--- src/rtl/wb_mem_tester.sv ---
// wb_mem_tester: Wishbone BIST initiator. Writes an LFSR pattern over a word
// range, reads it back, and reports pass/fail, error count, first failing
// address and ack timeouts.
// Optional build macro MEMTEST_ADDR_XOR_EN: data = pattern XOR word address,
// so aliased address lines show up as mismatches.
module wb_mem_tester #(
  parameter int unsigned LEN_WIDTH = 16,
  parameter int unsigned TIMEOUT   = 255
) (
  input  logic                 wb_clk_i,
  input  logic                 wb_rst_i,
  input  logic                 start_i,
  input  logic [31:0]          base_adr_i,
  input  logic [LEN_WIDTH-1:0] len_i,
  input  logic [31:0]          seed_i,
  output logic                 wbm_cyc_o,
  output logic                 wbm_stb_o,
  output logic                 wbm_we_o,
  output logic [3:0]           wbm_sel_o,
  output logic [31:0]          wbm_adr_o,
  output logic [31:0]          wbm_dat_o,
  input  logic [31:0]          wbm_dat_i,
  input  logic                 wbm_ack_i,
  output logic                 busy_o,
  output logic                 done_o,
  output logic                 pass_o,
  output logic                 timeout_o,
  output logic [15:0]          err_cnt_o,
  output logic [31:0]          first_err_adr_o
);

  typedef enum logic [2:0] {
    StIdle, StWrReq, StWrWait, StRdReq, StRdWait, StFinish
  } state_e;

  localparam logic [7:0] TmoLast = 8'(TIMEOUT - 1);

  state_e               state_q, state_d;
  logic [31:0]          base_q, base_d;
  logic [LEN_WIDTH-1:0] len_q, len_d;
  logic [LEN_WIDTH-1:0] idx_q, idx_d;
  logic [31:0]          seed_q, seed_d;
  logic [31:0]          lfsr_q, lfsr_d;
  logic [7:0]           tmo_q, tmo_d;
  logic                 cyc_q, cyc_d;
  logic                 we_q, we_d;
  logic [31:0]          adr_q, adr_d;
  logic [31:0]          dat_q, dat_d;
  logic                 busy_q, busy_d;
  logic                 done_q, done_d;
  logic                 pass_q, pass_d;
  logic                 timeout_q, timeout_d;
  logic [15:0]          err_q, err_d;
  logic [31:0]          first_q, first_d;

  logic [31:0]          word_adr;
  logic [31:0]          wr_pat;
  logic [31:0]          rd_exp;
  logic                 last_word;
  logic [31:0]          seed_in;

  function automatic logic [31:0] lfsr_step(input logic [31:0] l);
    return {l[30:0], 1'b0} ^ (l[31] ? 32'h0040_0007 : 32'h0);
  endfunction

  assign word_adr  = base_q + (32'(idx_q) << 2);
  assign last_word = (idx_q == (len_q - LEN_WIDTH'(1)));
  assign seed_in   = (seed_i == 32'h0) ? 32'h1 : seed_i;

`ifdef MEMTEST_ADDR_XOR_EN
  assign wr_pat = lfsr_q ^ word_adr;
  assign rd_exp = lfsr_q ^ adr_q;
`else
  assign wr_pat = lfsr_q;
  assign rd_exp = lfsr_q;
`endif

  // Next-state and registered-output logic for the test sequencer.
  always_comb begin
    state_d   = state_q;
    base_d    = base_q;
    len_d     = len_q;
    idx_d     = idx_q;
    seed_d    = seed_q;
    lfsr_d    = lfsr_q;
    tmo_d     = tmo_q;
    cyc_d     = cyc_q;
    we_d      = we_q;
    adr_d     = adr_q;
    dat_d     = dat_q;
    busy_d    = busy_q;
    done_d    = 1'b0;
    pass_d    = pass_q;
    timeout_d = timeout_q;
    err_d     = err_q;
    first_d   = first_q;

    unique case (state_q)
      StIdle: begin
        if (start_i) begin
          base_d    = {base_adr_i[31:2], 2'b00};
          len_d     = len_i;
          seed_d    = seed_in;
          lfsr_d    = seed_in;
          idx_d     = '0;
          busy_d    = 1'b1;
          pass_d    = 1'b0;
          timeout_d = 1'b0;
          err_d     = 16'h0;
          first_d   = 32'h0;
          state_d   = (len_i == '0) ? StFinish : StWrReq;
        end
      end
      StWrReq: begin
        cyc_d   = 1'b1;
        we_d    = 1'b1;
        adr_d   = word_adr;
        dat_d   = wr_pat;
        tmo_d   = 8'h0;
        state_d = StWrWait;
      end
      StWrWait: begin
        if (wbm_ack_i) begin
          cyc_d = 1'b0;
          we_d  = 1'b0;
          if (last_word) begin
            idx_d   = '0;
            lfsr_d  = seed_q;
            state_d = StRdReq;
          end else begin
            idx_d   = idx_q + LEN_WIDTH'(1);
            lfsr_d  = lfsr_step(lfsr_q);
            state_d = StWrReq;
          end
        end else if (tmo_q == TmoLast) begin
          cyc_d     = 1'b0;
          we_d      = 1'b0;
          timeout_d = 1'b1;
          state_d   = StFinish;
        end else begin
          tmo_d = tmo_q + 8'h1;
        end
      end
      StRdReq: begin
        cyc_d   = 1'b1;
        we_d    = 1'b0;
        adr_d   = word_adr;
        tmo_d   = 8'h0;
        state_d = StRdWait;
      end
      StRdWait: begin
        if (wbm_ack_i) begin
          cyc_d = 1'b0;
          if (wbm_dat_i != rd_exp) begin
            if (err_q != 16'hFFFF) err_d = err_q + 16'h1;
            // Nonzero count means an earlier mismatch already got captured.
            if (err_q == 16'h0) first_d = adr_q;
          end
          if (last_word) begin
            state_d = StFinish;
          end else begin
            idx_d   = idx_q + LEN_WIDTH'(1);
            lfsr_d  = lfsr_step(lfsr_q);
            state_d = StRdReq;
          end
        end else if (tmo_q == TmoLast) begin
          cyc_d     = 1'b0;
          timeout_d = 1'b1;
          state_d   = StFinish;
        end else begin
          tmo_d = tmo_q + 8'h1;
        end
      end
      StFinish: begin
        done_d  = 1'b1;
        busy_d  = 1'b0;
        pass_d  = (err_q == 16'h0) && !timeout_q;
        state_d = StIdle;
      end
      default: state_d = StIdle;
    endcase
  end

  // State register; reset drops the bus immediately and clears all status.
  always_ff @(posedge wb_clk_i or posedge wb_rst_i) begin
    if (wb_rst_i) begin
      state_q   <= StIdle;
      base_q    <= 32'h0;
      len_q     <= '0;
      idx_q     <= '0;
      seed_q    <= 32'h1;
      lfsr_q    <= 32'h1;
      tmo_q     <= 8'h0;
      cyc_q     <= 1'b0;
      we_q      <= 1'b0;
      adr_q     <= 32'h0;
      dat_q     <= 32'h0;
      busy_q    <= 1'b0;
      done_q    <= 1'b0;
      pass_q    <= 1'b0;
      timeout_q <= 1'b0;
      err_q     <= 16'h0;
      first_q   <= 32'h0;
    end else begin
      state_q   <= state_d;
      base_q    <= base_d;
      len_q     <= len_d;
      idx_q     <= idx_d;
      seed_q    <= seed_d;
      lfsr_q    <= lfsr_d;
      tmo_q     <= tmo_d;
      cyc_q     <= cyc_d;
      we_q      <= we_d;
      adr_q     <= adr_d;
      dat_q     <= dat_d;
      busy_q    <= busy_d;
      done_q    <= done_d;
      pass_q    <= pass_d;
      timeout_q <= timeout_d;
      err_q     <= err_d;
      first_q   <= first_d;
    end
  end

  assign wbm_cyc_o       = cyc_q;
  assign wbm_stb_o       = cyc_q;
  assign wbm_we_o        = we_q;
  assign wbm_sel_o       = cyc_q ? 4'hF : 4'h0;
  assign wbm_adr_o       = adr_q;
  assign wbm_dat_o       = dat_q;
  assign busy_o          = busy_q;
  assign done_o          = done_q;
  assign pass_o          = pass_q;
  assign timeout_o       = timeout_q;
  assign err_cnt_o       = err_q;
  assign first_err_adr_o = first_q;

endmodule

--- config.mk ---
export PLATFORM = sky130hd
export DESIGN_NAME = wb_mem_tester
export DESIGN_NICKNAME = d
export VERILOG_FILES = /design/src/rtl/wb_mem_tester.sv
export SDC_FILE = /design/constraint.sdc
export NUM_CORES = 1
export LEC_CHECK = 0
export CORE_MARGIN = 1.5
export CORE_UTILIZATION = 48
export CTS_CLUSTER_SIZE = 16
export DETAILED_ROUTE_END_ITERATION = 10
export PLACE_DENSITY = 0.79
export SYNTH_ARGS = -nofsm -noshare
export SYNTH_HDL_FRONTEND = slang
export SYNTH_SLANG_ARGS = --single-unit
--- constraint.sdc ---
create_clock -name wb_clk_i -period 9.8 [get_ports wb_clk_i]
set_clock_uncertainty 0.05 [all_clocks]
set_input_delay 2.45 -clock wb_clk_i [delete_from_list [all_inputs] [get_ports wb_clk_i]]
set_output_delay 2.45 -clock wb_clk_i [all_outputs]
set_load 0.01 [all_outputs]
======== Yosys cells after proc, flatten, opt, wreduce, memory -nomap -nowiden ========
Cells that the tools add are included.
operators by class
  add/subtract/negate cells ............... 5
  bitwise logic cells ..................... 1
  mux-type cells .......................... 47
  reduce and logical (&&, ||, !) cells .... 23
  equality and inequality tests ........... 21
operators by type and width
  kind                                                                   number
  32-bit two-way mux                                                     10
  16-bit two-way mux                                                     8
  32-bit case mux with 3 select lines                                    1
  32-bit case mux with 2 select lines                                    1
  16-bit case mux with 3 select lines                                    1
  16-bit by 1-bit adder with 16-bit output (second input constant)       2
  32-bit by 18-bit adder with 32-bit output                              1
  16-bit logical NOT                                                     2
  32-bit logical NOT                                                     1
  32-bit != test                                                         1
  16-bit case mux with 2 select lines                                    1
  32-bit by 23-bit bitwise XOR with 32-bit output                        1
  23-bit two-way mux                                                     1
  3-bit two-way mux                                                      6
  2-bit != test (second input constant)                                  9
  16-bit == test                                                         1
  8-bit two-way mux                                                      2
  16-bit != test (second input constant)                                 1
  8-bit case mux with 2 select lines                                     1
  16-bit by 1-bit subtractor with 16-bit output (second input constant)  1
  3-bit case mux with 5 select lines                                     1
  5-bit AND reduction                                                    3
  8-bit by 1-bit adder with 8-bit output (second input constant)         1
  8-bit == test (second input constant)                                  1
  other kinds (20)                                                       39
storage, ports and cells
  logic and storage cells ................. 114
  output and inout bits ................... 123
  register bits after elaboration ......... 255

======== Logic depth before layout (Yosys ltp) ========
Gate-level depths: netlist (run 1).
  depth after elaboration ................. 5
  mapped depth ............................ 14

======== Least setup slack after synthesis (run 1) ========
OpenSTA, ideal clock, no wires.
  kind .................................... input to register
  from .................................... input port wbm_dat_i[25]
  to ...................................... register err_q[5] (netlist: err_cnt_o[5])
  stages on the path ...................... 9
  path buffers ............................ 1
  library setup time ...................... 0.136 ns
  arrival time ............................ 4.222 ns
  setup slack ............................. 5.391 ns
  data required time ...................... 9.614 ns
  cell sequence ........................... xor2_1 nor4_1 nand3_1 nor4_1 nand3b_1 or3_1 clkbuf_1 or3_1 a21oi_1
between the ends
  cells in the longest elaborated chain, start to end .. 3
RTL lines
  item                                  RTL line  RTL
  from (decl)                           22        input logic [31:0] wbm_dat_i,
  32-bit != test                        154       if (wbm_dat_i != rd_exp) begin
  2-bit != test (no source line)        -
  5-bit AND reduction (no source line)  -
  to (signal assigned)                  220       err_q <= err_d;
  to (decl)                             53        logic [15:0] err_q, err_d;
Every way passes these cells.
A chain may end at the register's enable or synchronous reset.

======== Final worst setup path (run 1) ========
  from .................................... input port wbm_dat_i[16]
  to ...................................... register err_q[9] (netlist: err_cnt_o[9])
Same word-level chain as after synthesis.

==> impl_results.md, run 1 <==
* Fin crit period at 5.09 ns
* Part of the power in the clock network at 0.232
* Chip width at 168 um
* Netlist cell types at 64
* Type of the most critical hold path: register to register
* Initial antenna violation count at 0
* CP startpoint kind: primary input
* Mean instance size in the synthesized netlist at 8.99 um2
* Count of nets after finishing at 1772
* Deepest level of the CTS H-tree at 1
* Cell Area, Synth at 13000 um2
* Commonest cells in the netlist: sky130_fd_sc_hd__nand2_1 (344), sky130_fd_sc_hd__dfrtp_1 (249), sky130_fd_sc_hd__o21ai_0 (125)
* Total area of multi-input combinational cells at 6260 um2
* FMAX at 197 MHz
* Maximum root-to-sink buffer count at 3
* Die outline area at 28100 um2
* VDD IR-drop max at 0.000171 V
* Portion of the post-synthesis area used by sequential elements at 0.482
* Fin. Hold Viols at 0
* Site row count at 60
* GRT Total Usage at 0.252
* Leftover overflow at the end of global routing at 0
* Clock Latency Late Sink at 0.54 ns
* Flip-flop and latch count after synthesis at 251
* Transition time at the pin with the least slew margin at 1.14 ns
* Power density cells at 295 nW/um2
* Vias in the first global route at 11100
* Clk sink count at 251
* Residual antenna-violating net count after detailed routing at 0
* Top cells by area, synth: sky130_fd_sc_hd__dfrtp_1 (48%), sky130_fd_sc_hd__nand2_1 (9.9%), sky130_fd_sc_hd__o21ai_0 (4.8%), sky130_fd_sc_hd__xor2_1 (3.1%), sky130_fd_sc_hd__mux2_2 (2.9%)
* Gate family responsible for the most delay along the worst path: simple AND/OR/NAND/NOR gates
* Reg power frac at 0.377
* Data arrival, critical path at 5.41 ns
* Final slew viol count at 0
* First-pass DRT Iterations at 5
* Launch instance of the worst min-delay path: seed_q[24]
* Leak at 7.42 nW
* RD Place Congestion at 0.919
* Most used standard cell by instance count after synthesis: sky130_fd_sc_hd__nand2_1
* Wire length reported by the detailed router at 35.6 mm
* Utilization after layout at 0.617
* Critical path's slowest cell: sky130_fd_sc_hd__nor4_1
* Critical R2R Launch: len_q[0]
* Count of endpoints failing setup in the final report at 0
* Core region area at 26800 um2
* Critical Path, Cell by Cell: clkdlybuf4s50_1 -> xor2_1 -> nor4_1 -> nand4_1 -> nor4_2 -> buf_4 -> nand3b_1 -> or3_1 -> or3_1 -> a21oi_1
* Filler Cells Inserted at 2226
* Pin count of the biggest net entering global routing at 106
* Warning count from the yosys run at 0
* Maximum fanout along the worst path at 33
* Outcome: finished clean
* Worst setup path category: primary input to register
* Sw Ratio at 0.384
* Combined buffer and inverter count along the critical path at 2
* Power share of the combinational group at 0.391
* Unrepaired setup endpoints after global routing: false
* Gate count after technology mapping at 1449
* Number of buffers inserted during clock tree synthesis at 28
* Starting density of the core at 0.486
* Internal power at 0.00300 W
* Post-synthesis to final-layout area growth at 26.9%
* Setup TNS after final layout at 0 ns
* Fraction of registers with async set/reset at 1.00
* Post-DP HPWL at 24.6 mm
* Reported net switching power at 0.00187 W
* Worst rel slew slack at 0.238
* Primary FF master, synth: sky130_fd_sc_hd__dfrtp_1
* Max-cap check violation count at 0
* Post-synth EDFFs at 0
* Crit path largest cell delay at 0.57 ns
* Required time of the critical path at 10.12 ns
* Period utilization at 0.519
* Total via count in the routed design at 11500
* Root buf cell: sky130_fd_sc_hd__clkbuf_16
* Post-DR wirelength/cell at 17.8 um
* Cell occurring most often along the worst timing path: sky130_fd_sc_hd__or3_1
* Post-CTS sizing at 0
* PortBufs at 232
* Average via count per standard cell at 5.74
* Number of buffers inserted by hold repair at cts at 0
* Y dimension of the die at 168 um
* Critical Path Sink Type: register
* Wire length of the first global-routing pass at 57.7 mm
* Clock-pin slew on the worst setup and hold paths at 0.06 ns
* CTS tree: yes
* Post-CTS Setup Repair Bufs at 0
* Post-route DRC at 0
* Largest area contributor in the netlist: sky130_fd_sc_hd__dfrtp_1
* Area of all sequential standard cells at 6280 um2
* Ports placed on the boundary at 239
* Critical Path Start: wbm_dat_i[16]
* Number of antenna cells inserted at 0
* Area share of the largest cell type after synthesis at 0.478
* Share of layout cells above drive strength 1 at 0.0707
* Iteration-0 DRC count of the detailed router at 1017
## final timing paths
kind | depth (start not counted) | end | slack, ns
hold reg to reg | 2 | seed_q[24] | 0.42
max in group asynchronous | 3 | wbm_adr_o[10] | 5.84
hold / removal | 2 | seed_q[24] | 0.42
min in group asynchronous | 2 | err_cnt_o[11] | 2.40
setup / recovery | 10 | err_cnt_o[9] | 4.71
setup reg to reg | 11 | idx_q[6] | 5.93
## power groups by stage
stage | clock [W] | combinational [W] | sequential [W]
6_report | 0.00113 | 0.00191 | 0.00184
5_1_grt | 0.00119 | 0.00211 | 0.00189
4_1_cts | 0.00115 | 0.00192 | 0.00183
3_5_place_dp | 0 | 0.00190 | 0.00184
3_3_place_gp | 0 | 0.00184 | 0.00182
2_1_floorplan | 0 | 0.00121 | 0.00177
## cells by family after synthesis
family / after synthesis / share of synthesized area
XOR/XNOR: 75 / 0.0504
adder cells (fa/ha/maj): 23 / 0.0227
AND/OR/NAND/NOR: 645 / 0.233
AO/OA/AOI/OAI: 291 / 0.140
buffers and inverters: 128 / 0.0416
other: 1 / 0.000288
multiplexers: 35 / 0.0301
flip-flops: 251 / 0.482
## metal layers
layer / vias to the layer above / GRT usage / routed length (um)
met4: 0 / 0.0603 / 755
met1: 5555 / 0.328 / 15100
met2: 415 / 0.431 / 17300
met3: 48 / 0.0496 / 2510
li1: 5437 / - / -
met5: - / 0 / 0
## through the flow
step	worst slack [ns]	std cells	instance area, um2	total power, W	hold slack, ns
2_1_floorplan	0.403	1452	13000	0.00298	0.396
3_3_place_gp	4.12	1944	15500	0.00366	0.407
3_5_place_dp	4.18	1944	15500	0.00375	0.413
4_1_cts	4.73	1996	16500	0.00490	0.428
5_1_grt	4.55	1996	16500	0.00519	0.452
6_report	4.71	1996	16500	0.00488	0.424
## tightest hold or removal path, cell delays in order, from the launching register on
cell	delay (ns)
sky130_fd_sc_hd__dfrtp_1	0.34
sky130_fd_sc_hd__nand2_1	0.05
sky130_fd_sc_hd__nand2_1	0.05
## final cells by class
| class | count | area share |
|---|---|---|
| Tap cell | 341 | 0.0258 |
| Inverter | 35 | 0.00840 |
| Clock buffer | 36 | 0.0479 |
| Sequential cell | 251 | 0.380 |
| Timing Repair Buffer | 244 | 0.146 |
| Clock inverter | 16 | 0.0130 |
| Multi-Input combinational cell | 1073 | 0.379 |
## registers in the layout, indices dropped and copies added (netlist names), 8 cells and up
| name | cells |
|---|---|
| base_q | 30 |
| first_err_adr_o | 30 |
| wbm_adr_o | 30 |
| len_q | 16 |
| idx_q | 16 |
| wbm_dat_o | 32 |
| seed_q | 32 |
| err_cnt_o | 16 |
| tmo_q | 8 |
| lfsr_q | 32 |
## cells in the final DEF, fill, tap and decap left out, types with 23 or more instances in the layout
| master | n |
|---|---|
| sky130_fd_sc_hd__and2_1 | 32 |
| sky130_fd_sc_hd__or3_1 | 23 |
| sky130_fd_sc_hd__a221oi_1 | 33 |
| sky130_fd_sc_hd__nand4_1 | 26 |
| sky130_fd_sc_hd__inv_1 | 34 |
| sky130_fd_sc_hd__clkbuf_16 | 29 |
| sky130_fd_sc_hd__clkdlybuf4s50_1 | 232 |
| sky130_fd_sc_hd__xnor2_1 | 29 |
| sky130_fd_sc_hd__nand3_1 | 57 |
| sky130_fd_sc_hd__nand2_1 | 343 |
| sky130_fd_sc_hd__nor2_1 | 42 |
| sky130_fd_sc_hd__o21ai_0 | 124 |
| sky130_fd_sc_hd__nor3_1 | 23 |
| sky130_fd_sc_hd__xor2_1 | 46 |
| sky130_fd_sc_hd__nor4_1 | 28 |
| sky130_fd_sc_hd__a21oi_1 | 53 |
| sky130_fd_sc_hd__dfrtp_1 | 249 |
| sky130_fd_sc_hd__mux2_2 | 33 |
No activity file was read; power rests on OpenSTA's default activity.
==> run 2, diff against run 1 <==
- clock period: 9.8 -> 4.4 ns (I/O delays scaled with it)
==> impl_results.md, run 2 (synthesized netlist as in run 1, its figures left out) <==
* Type of the most critical hold path: register to register
* Worst-case hold slack at 0.426 ns
* Critical Path Start: len_q[0]
* Count of endpoints failing setup in the final report at 0
* Worst setup path category: register to register
* Clk sink count at 251
* Unrepaired setup endpoints after global routing: false
* Number of buffers inserted by hold repair at cts at 0
* Ports placed on the boundary at 239
* Launch instance of the worst min-delay path: seed_q[13]
* Count of nets after finishing at 1779
* VDD IR-drop max at 0.000369 V
* Reg-to-reg slack, setup at 0.55 ns
* R2r worst-path depth at 11
* Leading cell type in the layout, fill and taps excluded: sky130_fd_sc_hd__nand2_1
* Post-route DRC at 0
* Post-DR wirelength/cell at 17.8 um
* Final slew viol count at 0
* Residual antenna-violating net count after detailed routing at 0
* CTS tree: yes
* Critical Path, Cell by Cell: inv_1 -> ha_1 -> or4b_4 -> a2111oi_0 -> nor3b_1 -> a221oi_1 -> and4b_1 -> a31oi_2 -> buf_12 -> a221oi_1 -> o21ai_0
* Critical path's slowest cell: sky130_fd_sc_hd__or4b_4
* Leak at 7.43 nW
* Total via count in the routed design at 11600
* Core region area at 26800 um2
* Wire length of the first global-routing pass at 57.9 mm
* Site row count at 60
* Number of placed instances with taps included at 1952
* Clock Latency Late Sink at 0.54 ns
* Top library cells by usage in the layout, fill and taps aside: sky130_fd_sc_hd__nand2_1 (343), sky130_fd_sc_hd__dfrtp_1 (249), sky130_fd_sc_hd__clkdlybuf4s50_1 (232)
* Y dimension of the die at 168 um
* Post-synthesis to final-layout area growth at 27.4%
* Hold path depth at 2
* Root buf cell: sky130_fd_sc_hd__clkbuf_16
* Cell Count, Final, Fillers Out at 2000
* Die outline area at 28100 um2
* Post-CTS Setup Repair Bufs at 0
* Worst rel slew slack at 0.257
* Post-placement cell area at 15700 um2
* Area of all sequential standard cells at 6280 um2
* RD Place Congestion at 0.874
* Period utilization at 0.876
* Max-cap check violation count at 0
* Final cell area excluding filler cells at 16600 um2
* Outcome: finished clean
* Clock-pin slew on the worst setup and hold paths at 0.06 ns
* CP startpoint kind: register
* Deepest level of the CTS H-tree at 1
* GRT Total Usage at 0.253
* Maximum fanout along the worst path at 26
* Number of buffers inserted during clock tree synthesis at 27
* Final Total Pwr at 0.0107 W
* Data arrival, critical path at 4.21 ns
* Post-CTS sizing at 0
* Fin crit period at 3.85 ns
* Wire length reported by the detailed router at 35.5 mm
* Cell occurring most often along the worst timing path: sky130_fd_sc_hd__a221oi_1
* Reg-to-reg critical path endpoint: lfsr_q[30]
* Share of layout cells above drive strength 1 at 0.0747
* Pin count of the biggest net entering global routing at 76
* Starting density of the core at 0.486
* Iteration-0 DRC count of the detailed router at 868
* First-pass DRT Iterations at 6
* PortBufs at 232
* Leftover overflow at the end of global routing at 0
* Post-DP HPWL at 25.1 mm
* Total area of multi-input combinational cells at 6260 um2
* Initial antenna violation count at 1
* Chip width at 168 um
* Number of antenna cells inserted at 0
* Average via count per standard cell at 5.79
* Maximum root-to-sink buffer count at 3
* Required time of the critical path at 4.75 ns
* Fin. Hold Viols at 0
* Power density cells at 647 nW/um2
* Transition time at the pin with the least slew margin at 1.11 ns
* FMAX at 259 MHz
* Critical Path Sink Type: register
* Filler Cells Inserted at 2197
* Hold path endpoint: seed_q[13]
* Critical R2R Launch: len_q[0]
* Utilization after layout at 0.619
* Vias in the first global route at 11300
* Crit path largest cell delay at 0.53 ns
-- run 2: cell count changes in the layout (fill, tap and decap cells not counted), moves of 2 or more --
cell                         delta
sky130_fd_sc_hd__buf_12         +7
sky130_fd_sc_hd__clkinvlp_4     +5
sky130_fd_sc_hd__clkinv_2       -4
sky130_fd_sc_hd__clkbuf_1       -3
sky130_fd_sc_hd__bufinv_16      -2
sky130_fd_sc_hd__clkbuf_16      -2
-- run 2: metrics by stage --
stage,setup slack [ns],setup TNS (ns)
after global routing,0.211,0
after CTS,0.594,0
final,0.545,0
after detailed placement,0.516,0
after global placement,0.533,0
after floorplan,-0.0501,-12.46
-- run 2: worst max-delay path: cells and delay by family, from the launching register on --
family | cells | cell delay (ns)
DFF | 1 | 0.42
buffers and inverters | 2 | 0.38
adders and majority gates | 1 | 0.23
and+or+nand+nor | 3 | 1.11
AOI/OAI and AO/OA | 5 | 1.51
-- run 2: worst max path at each step --
stage / end / slack, ns / depth (start not counted)
2_1_floorplan: base_q[10] / -0.05 / 1
3_3_place_gp: first_err_adr_o[7] / 0.53 / 9
3_5_place_dp: first_err_adr_o[18] / 0.52 / 9
4_1_cts: lfsr_q[30] / 0.59 / 11
5_1_grt: lfsr_q[30] / 0.21 / 11
6_report: lfsr_q[30] / 0.55 / 11
-- run 2: area by class of cell --
| type | count | area share |
|---|---|---|
| flip-flops and latches | 251 | 0.379 |
| multi-input cells | 1073 | 0.377 |
| repair buffers | 252 | 0.154 |
| clock buffers | 32 | 0.0449 |
| well taps | 341 | 0.0257 |
| clock inverters | 16 | 0.0110 |
| inverters | 35 | 0.00814 |
-- run 2: power by group --
| group | total, W | switching, W | leakage (nW) | internal [W] |
|---|---|---|---|---|
| Combinational | 0.00429 | 0.00231 | 3.75 | 0.00198 |
| Clock | 0.00236 | 0.000971 | 0.445 | 0.00139 |
| Sequential | 0.00409 | 0.000893 | 3.23 | 0.00319 |
| Total | 0.0107 | 0.00417 | 7.43 | 0.00657 |
-- run 2: layer usage --
metal	track usage	share of wire	vias to the layer above	wire length, um
li1	-	-	5453	-
met1	0.331	0.42	5613	15000
met2	0.427	0.48	453	17200
met3	0.0428	0.065	62	2320
met4	0.0901	0.027	2	953
met5	0	0.00037	-	13
